[src/rtl/rr_mux_arbiter.sv]
// Round-robin arbiter driving a 4:1 single-bit mux.
// Grants are bounded by MAX_HOLD so no requester starves.
module rr_mux_arbiter #(
  parameter int unsigned MAX_HOLD = 8
) (
  input  logic       clk,
  input  logic       rst,
  input  logic [3:0] req,
  input  logic [3:0] din,
  output logic [3:0] gnt,
  output logic [1:0] sel,
  output logic       valid,
  output logic       y
);

  localparam logic [7:0] LP_MAX = 8'(MAX_HOLD);

  typedef enum logic {
    S_IDLE,
    S_GRANT
  } state_t;

  state_t     r_state;
  state_t     w_state_nxt;
  logic [1:0] r_ptr;
  logic [1:0] w_ptr_nxt;
  logic [1:0] r_sel;
  logic [1:0] w_sel_nxt;
  logic [3:0] r_gnt;
  logic [3:0] w_gnt_nxt;
  logic       r_valid;
  logic       w_valid_nxt;
  logic [7:0] r_hold_cnt;
  logic [7:0] w_hold_nxt;
  logic [1:0] w_win;
  logic       w_any;
  logic       w_keep;
  logic       w_new;

  // descending scan so the lowest offset from ptr wins
  always_comb begin
    w_any = 1'b0;
    w_win = r_ptr;
    for (int i = 3; i >= 0; i--) begin
      if (req[r_ptr + 2'(i)]) begin
        w_any = 1'b1;
        w_win = r_ptr + 2'(i);
      end
    end
  end

  assign w_keep = (r_state == S_GRANT)
                & req[r_sel]
                & (r_hold_cnt < LP_MAX);
  assign w_new  = ~w_keep & w_any;

  always_comb begin
    w_state_nxt = r_state;
    w_ptr_nxt   = r_ptr;
    w_sel_nxt   = r_sel;
    w_gnt_nxt   = r_gnt;
    w_valid_nxt = r_valid;
    w_hold_nxt  = r_hold_cnt;
    unique case (1'b1)
      w_keep: begin
        w_hold_nxt = r_hold_cnt + 8'd1;
      end
      w_new: begin
        w_state_nxt = S_GRANT;
        w_gnt_nxt   = 4'b0001 << w_win;
        w_sel_nxt   = w_win;
        w_valid_nxt = 1'b1;
        w_hold_nxt  = 8'd1;
        w_ptr_nxt   = w_win + 2'd1;
      end
      default: begin
        w_state_nxt = S_IDLE;
        w_gnt_nxt   = 4'b0000;
        w_valid_nxt = 1'b0;
        w_hold_nxt  = 8'd0;
      end
    endcase
  end

  always_ff @(posedge clk) begin
    if (rst) begin
      r_state    <= S_IDLE;
      r_ptr      <= 2'd0;
      r_sel      <= 2'd0;
      r_gnt      <= 4'b0000;
      r_valid    <= 1'b0;
      r_hold_cnt <= 8'd0;
    end else begin
      r_state    <= w_state_nxt;
      r_ptr      <= w_ptr_nxt;
      r_sel      <= w_sel_nxt;
      r_gnt      <= w_gnt_nxt;
      r_valid    <= w_valid_nxt;
      r_hold_cnt <= w_hold_nxt;
    end
  end

  assign gnt   = r_gnt;
  assign sel   = r_sel;
  assign valid = r_valid;
  assign y     = r_valid & din[r_sel];

endmodule

[config.mk]
export PLATFORM = sky130hd
export DESIGN_NAME = rr_mux_arbiter
export DESIGN_NICKNAME = d
export VERILOG_FILES = /design/src/rtl/rr_mux_arbiter.sv
export SDC_FILE = /design/constraint.sdc
export NUM_CORES = 1
export LEC_CHECK = 0
export ABC_AREA = 1
export CORE_MARGIN = 4
export CORE_UTILIZATION = 45
export DETAILED_ROUTE_END_ITERATION = 6
export PLACE_DENSITY_LB_ADDON = 0.12
export SYNTH_ARGS = -nofsm -noshare
export SYNTH_HDL_FRONTEND = slang
export SYNTH_SLANG_ARGS = --single-unit
[constraint.sdc]
create_clock -name clk -period 1.8 [get_ports clk]
set_clock_uncertainty 0.05 [all_clocks]
set_input_delay 0.36 -clock clk [delete_from_list [all_inputs] [get_ports clk]]
set_output_delay 0.36 -clock clk [all_outputs]
set_load 0.02 [all_outputs]
==> impl_metrics.json, run 1 <==
{
  "area_delta_synth_final_pct": 36.7,
  "setup_viol": 0,
  "cp.arrival_ns": 1.31,
  "cts_hold_buffers": 0,
  "grt_use_total_pct": 17.4,
  "slew_violations": 0,
  "synth_top_area_share_pct": 35.6,
  "fin_crit_sh_pct": 95.7,
  "synth_top_flop_cell": "dfxtp_1",
  "hp-class": "flip-flop to flip-flop",
  "worst-path-buf-inv": 1,
  "ff2ff_setup_slack_ns": 0.20,
  "wirelength_um": 1990,
  "final_area_um2": 1310,
  "first_global_vias": 937,
  "wire_per_inst_um": 9.71,
  "hpwl_um": 1670,
  "max_freq_mhz": 581,
  "place_area_um2": 1270,
  "drtPass1Iterations": 4,
  "post-route-util_pct": 65.8,
  "synthTopCellsByArea": "dfxtp_1 36%, nand2_1 15%, nand3_1 6.8%",
  "total_power_mw": 2.08,
  "cp.depth": 1,
  "cts_made_buffers": 3,
  "post_cts_buffers": 0,
  "slowest_stage": "clkdlybuf4s50_1",
  "grt_max_degree": 11,
  "cts_tree": "yes",
  "gp_congestion": 0.778,
  "drc_errors": 0,
  "path_clk_slew_ns": 0.09,
  "clk_latency_ns": 0.28,
  "holdPathEnd": "gnt[3]$_SDFFE_PP0N_",
  "synth_top_cell_by_area": "dfxtp_1",
  "yosysWarnings": 0,
  "die_area_um2": 2920,
  "drt_iter0_markers": 14,
  "die_h_um": 54.1,
  "synth_edf_count": 0,
  "rows": 16,
  "synth_most_common_cell": "nand2_1",
  "antenna_found_initial": 0,
  "clock-root-buffer": "clkbuf_4",
  "p_per_area_nw_per_um2": 1600,
  "dieWidth_um": 54.1,
  "worst_setup_path_start_kind": "flip-flop",
  "cpPeakStageDelay_ns": 0.63,
  "ys_ff_latch": 17,
  "yosysSeqAreaShare_pct": 35.6,
  "numPortBuffers": 17,
  "synth_area_per_cell_um2": 6.82,
  "leakage_nw": 0.647,
  "clockBufferDepth": 2,
  "vias_per_cell": 4.60,
  "period_minus_slack_ns": 1.72,
  "clock-sinks": 17,
  "antenna_cells": 0,
  "min_from": "gnt[3]$_SDFFE_PP0N_",
  "ant_nets": 0,
  "rsz0062_at_grt": "false",
  "syn-cell-area_um2": 955,
  "synthArstFlopShare_pct": 0,
  "layout-drive-gt1-share_pct": 24.7,
  "ir_drop_v": 0.00108,
  "worst_r2r_path_depth": 13,
  "hold_ws_ns": 0.430,
  "synthCells": 140,
  "r2r_start": "r_ptr[1]$_SDFFE_PP0P_",
  "crit_type": "flip-flop to primary output",
  "required_ns": 1.39,
  "grt_pass1_wl_um": 3740,
  "core_um2": 1980,
  "reg2reg_to": "r_ptr[1]$_SDFFE_PP0P_",
  "fin_nets": 190,
  "crit_fanout": 5,
  "htreeDepth": 1,
  "cap_viol_max_count": 0,
  "initial_core_util_pct": 48.2,
  "end_kind": "primary output",
  "hold_viol": 0,
  "grt_overflow_total": 0,
  "ios": 18,
  "synth_cell_types": 26,
  "cpLargestDelayFamily": "buffers and inverters",
  "whs_path_depth": 2,
  "synth_common_cells": "39 x nand2_1, 17 x dfxtp_1, 17 x inv_1",
  "path_cells": "clkdlybuf4s50_1",
  "status": "finished, final reports clean",
  "vias": 944
}
-- how the worst max path moves through the flow --
stage	start	slack (ns)	to
after floorplan	sel[1]$_SDFFE_PP0P_	0.16	y
after detailed placement	din[0]	-0.42	y
after global placement	din[0]	-0.40	y
after CTS	din[0]	0.03	y
final	sel[0]$_SDFFE_PP0P_	0.08	sel[0]
after global routing	din[0]	0.001	y
-- cell usage in the layout (no fill, tap or decap) --
cell	count
a211oi_2	1
a21boi_0	1
a21boi_1	1
a21oi_1	4
a21oi_2	3
buf_2	1
buf_4	15
clkbuf_1	1
clkbuf_4	3
clkdlybuf4s50_1	16
conb_1	4
dfxtp_1	17
ha_1	1
inv_1	17
inv_2	3
nand2_1	37
nand2_2	11
nand2_4	2
nand3_1	13
nand3_2	1
nand3b_1	1
nand4_1	1
nor2_1	11
nor2_2	1
nor2_4	2
nor3_1	1
o21ai_0	5
o21ai_1	1
o21ai_2	1
xnor2_1	1
xor2_1	1
-- per-stage QoR --
| step | instances | setup TNS [ns] | setup slack [ns] |
|---|---|---|---|
| floorplan | 143 | 0 | 0.158 |
| global placement | 201 | -1.71 | -0.401 |
| detailed placement | 201 | -2.00 | -0.423 |
| CTS | 205 | 0 | 0.0298 |
| global route | 205 | 0 | 0.00124 |
| finish | 205 | 0 | 0.0774 |
-- cells by family after synthesis --
logic type,Yosys count,synth area share [%]
AND/OR/NAND/NOR,81,40.8
buffers and inverters,21,9.04
AO/OA/AOI/OAI,17,11.0
flip-flops,17,35.6
XOR/XNOR,2,1.84
adder cells (fa/ha/maj),1,1.31
other,1,0.393
-- layout make-up --
type / count / area, µm²
fill: 185 / 677
inverter: 20 / 75.1
timing repair buffer: 32 / 278
sequential: 17 / 340
clock buffer: 4 / 26.3
multi-input combinational: 105 / 552
tap: 27 / 33.8
-- power by group --
part           total (mW)  internal [mW]  switching, mW  leakage [nW]
clock network       0.194         0.0860          0.108        0.0150
registers           0.531          0.468         0.0629         0.141
logic                1.36          0.575          0.785         0.491
total                2.08           1.13          0.956         0.647
-- what timing repair did --
action | CTS | global route
pin swaps | 0 | 1
gates resized for setup | 5 | 5
setup endpoints to repair | 1 | 5
-- metal layers --
metal  wire length, µm  vias up  GRT usage [%]  share of wire (%)
met5                 0        -              0                  0
met4                36        0           7.47                1.8
met3                92        5           2.49                4.6
met2               991       18           30.8                 50
met1               869      410           20.7                 44
li1                  -      511              -                  -
-- registers in the layout (all words and copies together) (netlist names) --
signal,cells
r_ptr,2
valid,1
gnt,4
r_hold_cnt,8
sel,2
(Power assumes the default switching activity.)
==> run 2, diff against run 1 <==
Settings changed: CAP_MARGIN set to 20.
==> results of run 2 <==
Final layout, timing and power as in run 1 (identical DEF).
==> run 3, diff against run 2 <==
Settings changed: REMOVE_ABC_BUFFERS set to 1.
==> impl_metrics.json, run 3 (synthesized netlist as in run 1, its figures left out) <==
{
  "core_um2": 1980,
  "p_per_area_nw_per_um2": 1600,
  "grt_max_degree": 12,
  "antenna_found_initial": 0,
  "antenna_cells": 0,
  "clock-root-buffer": "clkbuf_4",
  "max_freq_mhz": 577,
  "die_h_um": 54.1,
  "first_global_vias": 926,
  "grt_use_total_pct": 17.1,
  "ff2ff_setup_slack_ns": 0.18,
  "largest_register_ffs": 8,
  "cap_viol_max_count": 0,
  "fin_nets": 191,
  "clock-sinks": 17,
  "ir_drop_v": 0.00109,
  "endpoint": "y",
  "period_minus_slack_ns": 1.73,
  "cpPeakStageDelay_ns": 0.47,
  "vias": 948,
  "wire_per_inst_um": 10.0,
  "rsz0062_at_grt": "true",
  "area_delta_synth_final_pct": 37.7,
  "required_ns": 1.39,
  "slowest_stage": "clkdlybuf4s50_1",
  "initial_core_util_pct": 48.2,
  "place_area_um2": 1280,
  "grt_overflow_total": 0,
  "cts_hold_buffers": 0,
  "worst_setup_path_start_kind": "input pin",
  "placed_cells": 202,
  "total_power_mw": 2.11,
  "crit_type": "input pin to primary output",
  "reg2reg_to": "r_ptr[1]$_SDFFE_PP0P_",
  "leakage_nw": 0.675,
  "post-route-util_pct": 66.4,
  "clk_latency_ns": 0.29,
  "slew_violations": 0,
  "drc_errors": 0,
  "layout-drive-gt1-share_pct": 25.1,
  "final_area_um2": 1320,
  "layout_common_cells": "38 x nand2_1, 17 x buf_4, 16 x inv_1, 16 x dfxtp_1, 14 x clkdlybuf4s50_1",
  "final_cells": 206,
  "clockBufferDepth": 2,
  "worst_r2r_path_depth": 13,
  "hpwl_um": 1720,
  "end_kind": "primary output",
  "path_clk_slew_ns": 0.09,
  "crit_top_cell": "nor2_1",
  "ant_nets": 0,
  "cts_tree": "yes",
  "hp-class": "flip-flop to flip-flop",
  "setup_viol": 0,
  "final_common_cell": "nand2_1",
  "ios": 18,
  "hold_ws_ns": 0.425,
  "htreeDepth": 1,
  "cts_made_buffers": 3,
  "largest-register": "r_hold_cnt",
  "cp.arrival_ns": 1.32,
  "rows": 16,
  "die_area_um2": 2920,
  "tns_ns": 0,
  "grt_pass1_wl_um": 3590,
  "crit_start": "din[2]",
  "numPortBuffers": 17,
  "vias_per_cell": 4.60,
  "r2r_start": "r_ptr[1]$_SDFFE_PP0P_",
  "wirelength_um": 2060,
  "hold_viol": 0,
  "path_cells": "clkdlybuf4s50_1 > nor2_1 > nor2_1 > o21ai_1 > a21boi_1 > buf_4",
  "status": "finished, final reports clean",
  "fin_crit_sh_pct": 96.3,
  "drt_iter0_markers": 7,
  "crit_fanout": 1,
  "setup_ws_ns": 0.0660,
  "place_ws_ns": -0.428,
  "dieWidth_um": 54.1,
  "drtPass1Iterations": 4,
  "gp_congestion": 0.764
}
[run 3: area by class of cell]
type / instances / area, µm²
clock buffer: 3 / 22.5
clock inverter: 1 / 7.51
fill: 168 / 667
inverter: 20 / 75.1
multi-input combinational: 105 / 542
sequential: 17 / 342
tap: 27 / 33.8
timing repair buffer: 33 / 293
[run 3: report_power, final]
part | internal (mW) | switching [mW]
registers | 0.470 | 0.0748
clock network | 0.0845 | 0.117
logic | 0.584 | 0.777
total | 1.14 | 0.968
[run 3: what timing repair did]
action	4_1_cts	5_1_grt
pin swaps	0	1
buffers inserted	0	0
setup endpoints to repair	1	4
resized for setup	5	8
[run 3: worst min-delay path by stage]
stage	from	to	slack (ns)	cells after the start
6_report	gnt[1]$_SDFFE_PP0N_	gnt[1]$_SDFFE_PP0N_	0.42	2
2_1_floorplan	rst	gnt[1]$_SDFFE_PP0N_	0.38	1
5_1_grt	gnt[0]$_SDFFE_PP0N_	gnt[0]$_SDFFE_PP0N_	0.47	2
3_5_place_dp	gnt[1]$_SDFFE_PP0N_	gnt[1]$_SDFFE_PP0N_	0.41	2
4_1_cts	gnt[1]$_SDFFE_PP0N_	gnt[1]$_SDFFE_PP0N_	0.43	2
3_3_place_gp	gnt[0]$_SDFFE_PP0N_	gnt[0]$_SDFFE_PP0N_	0.41	2
[run 3: worst max-delay path: cells and delay by family]
| kind | cells | cell delay (ns) |
|---|---|---|
| buf+inv | 2 | 0.63 |
| compound gates | 2 | 0.21 |
| simple gates | 2 | 0.12 |
[run 3: layer usage]
layer	global-route usage, %	wire [µm]	vias to the layer above
li1	-	-	513
met5	0	0	-
met1	18.4	930	419
met2	31.7	1040	12
met4	8.71	39	0
met3	3.05	49	4
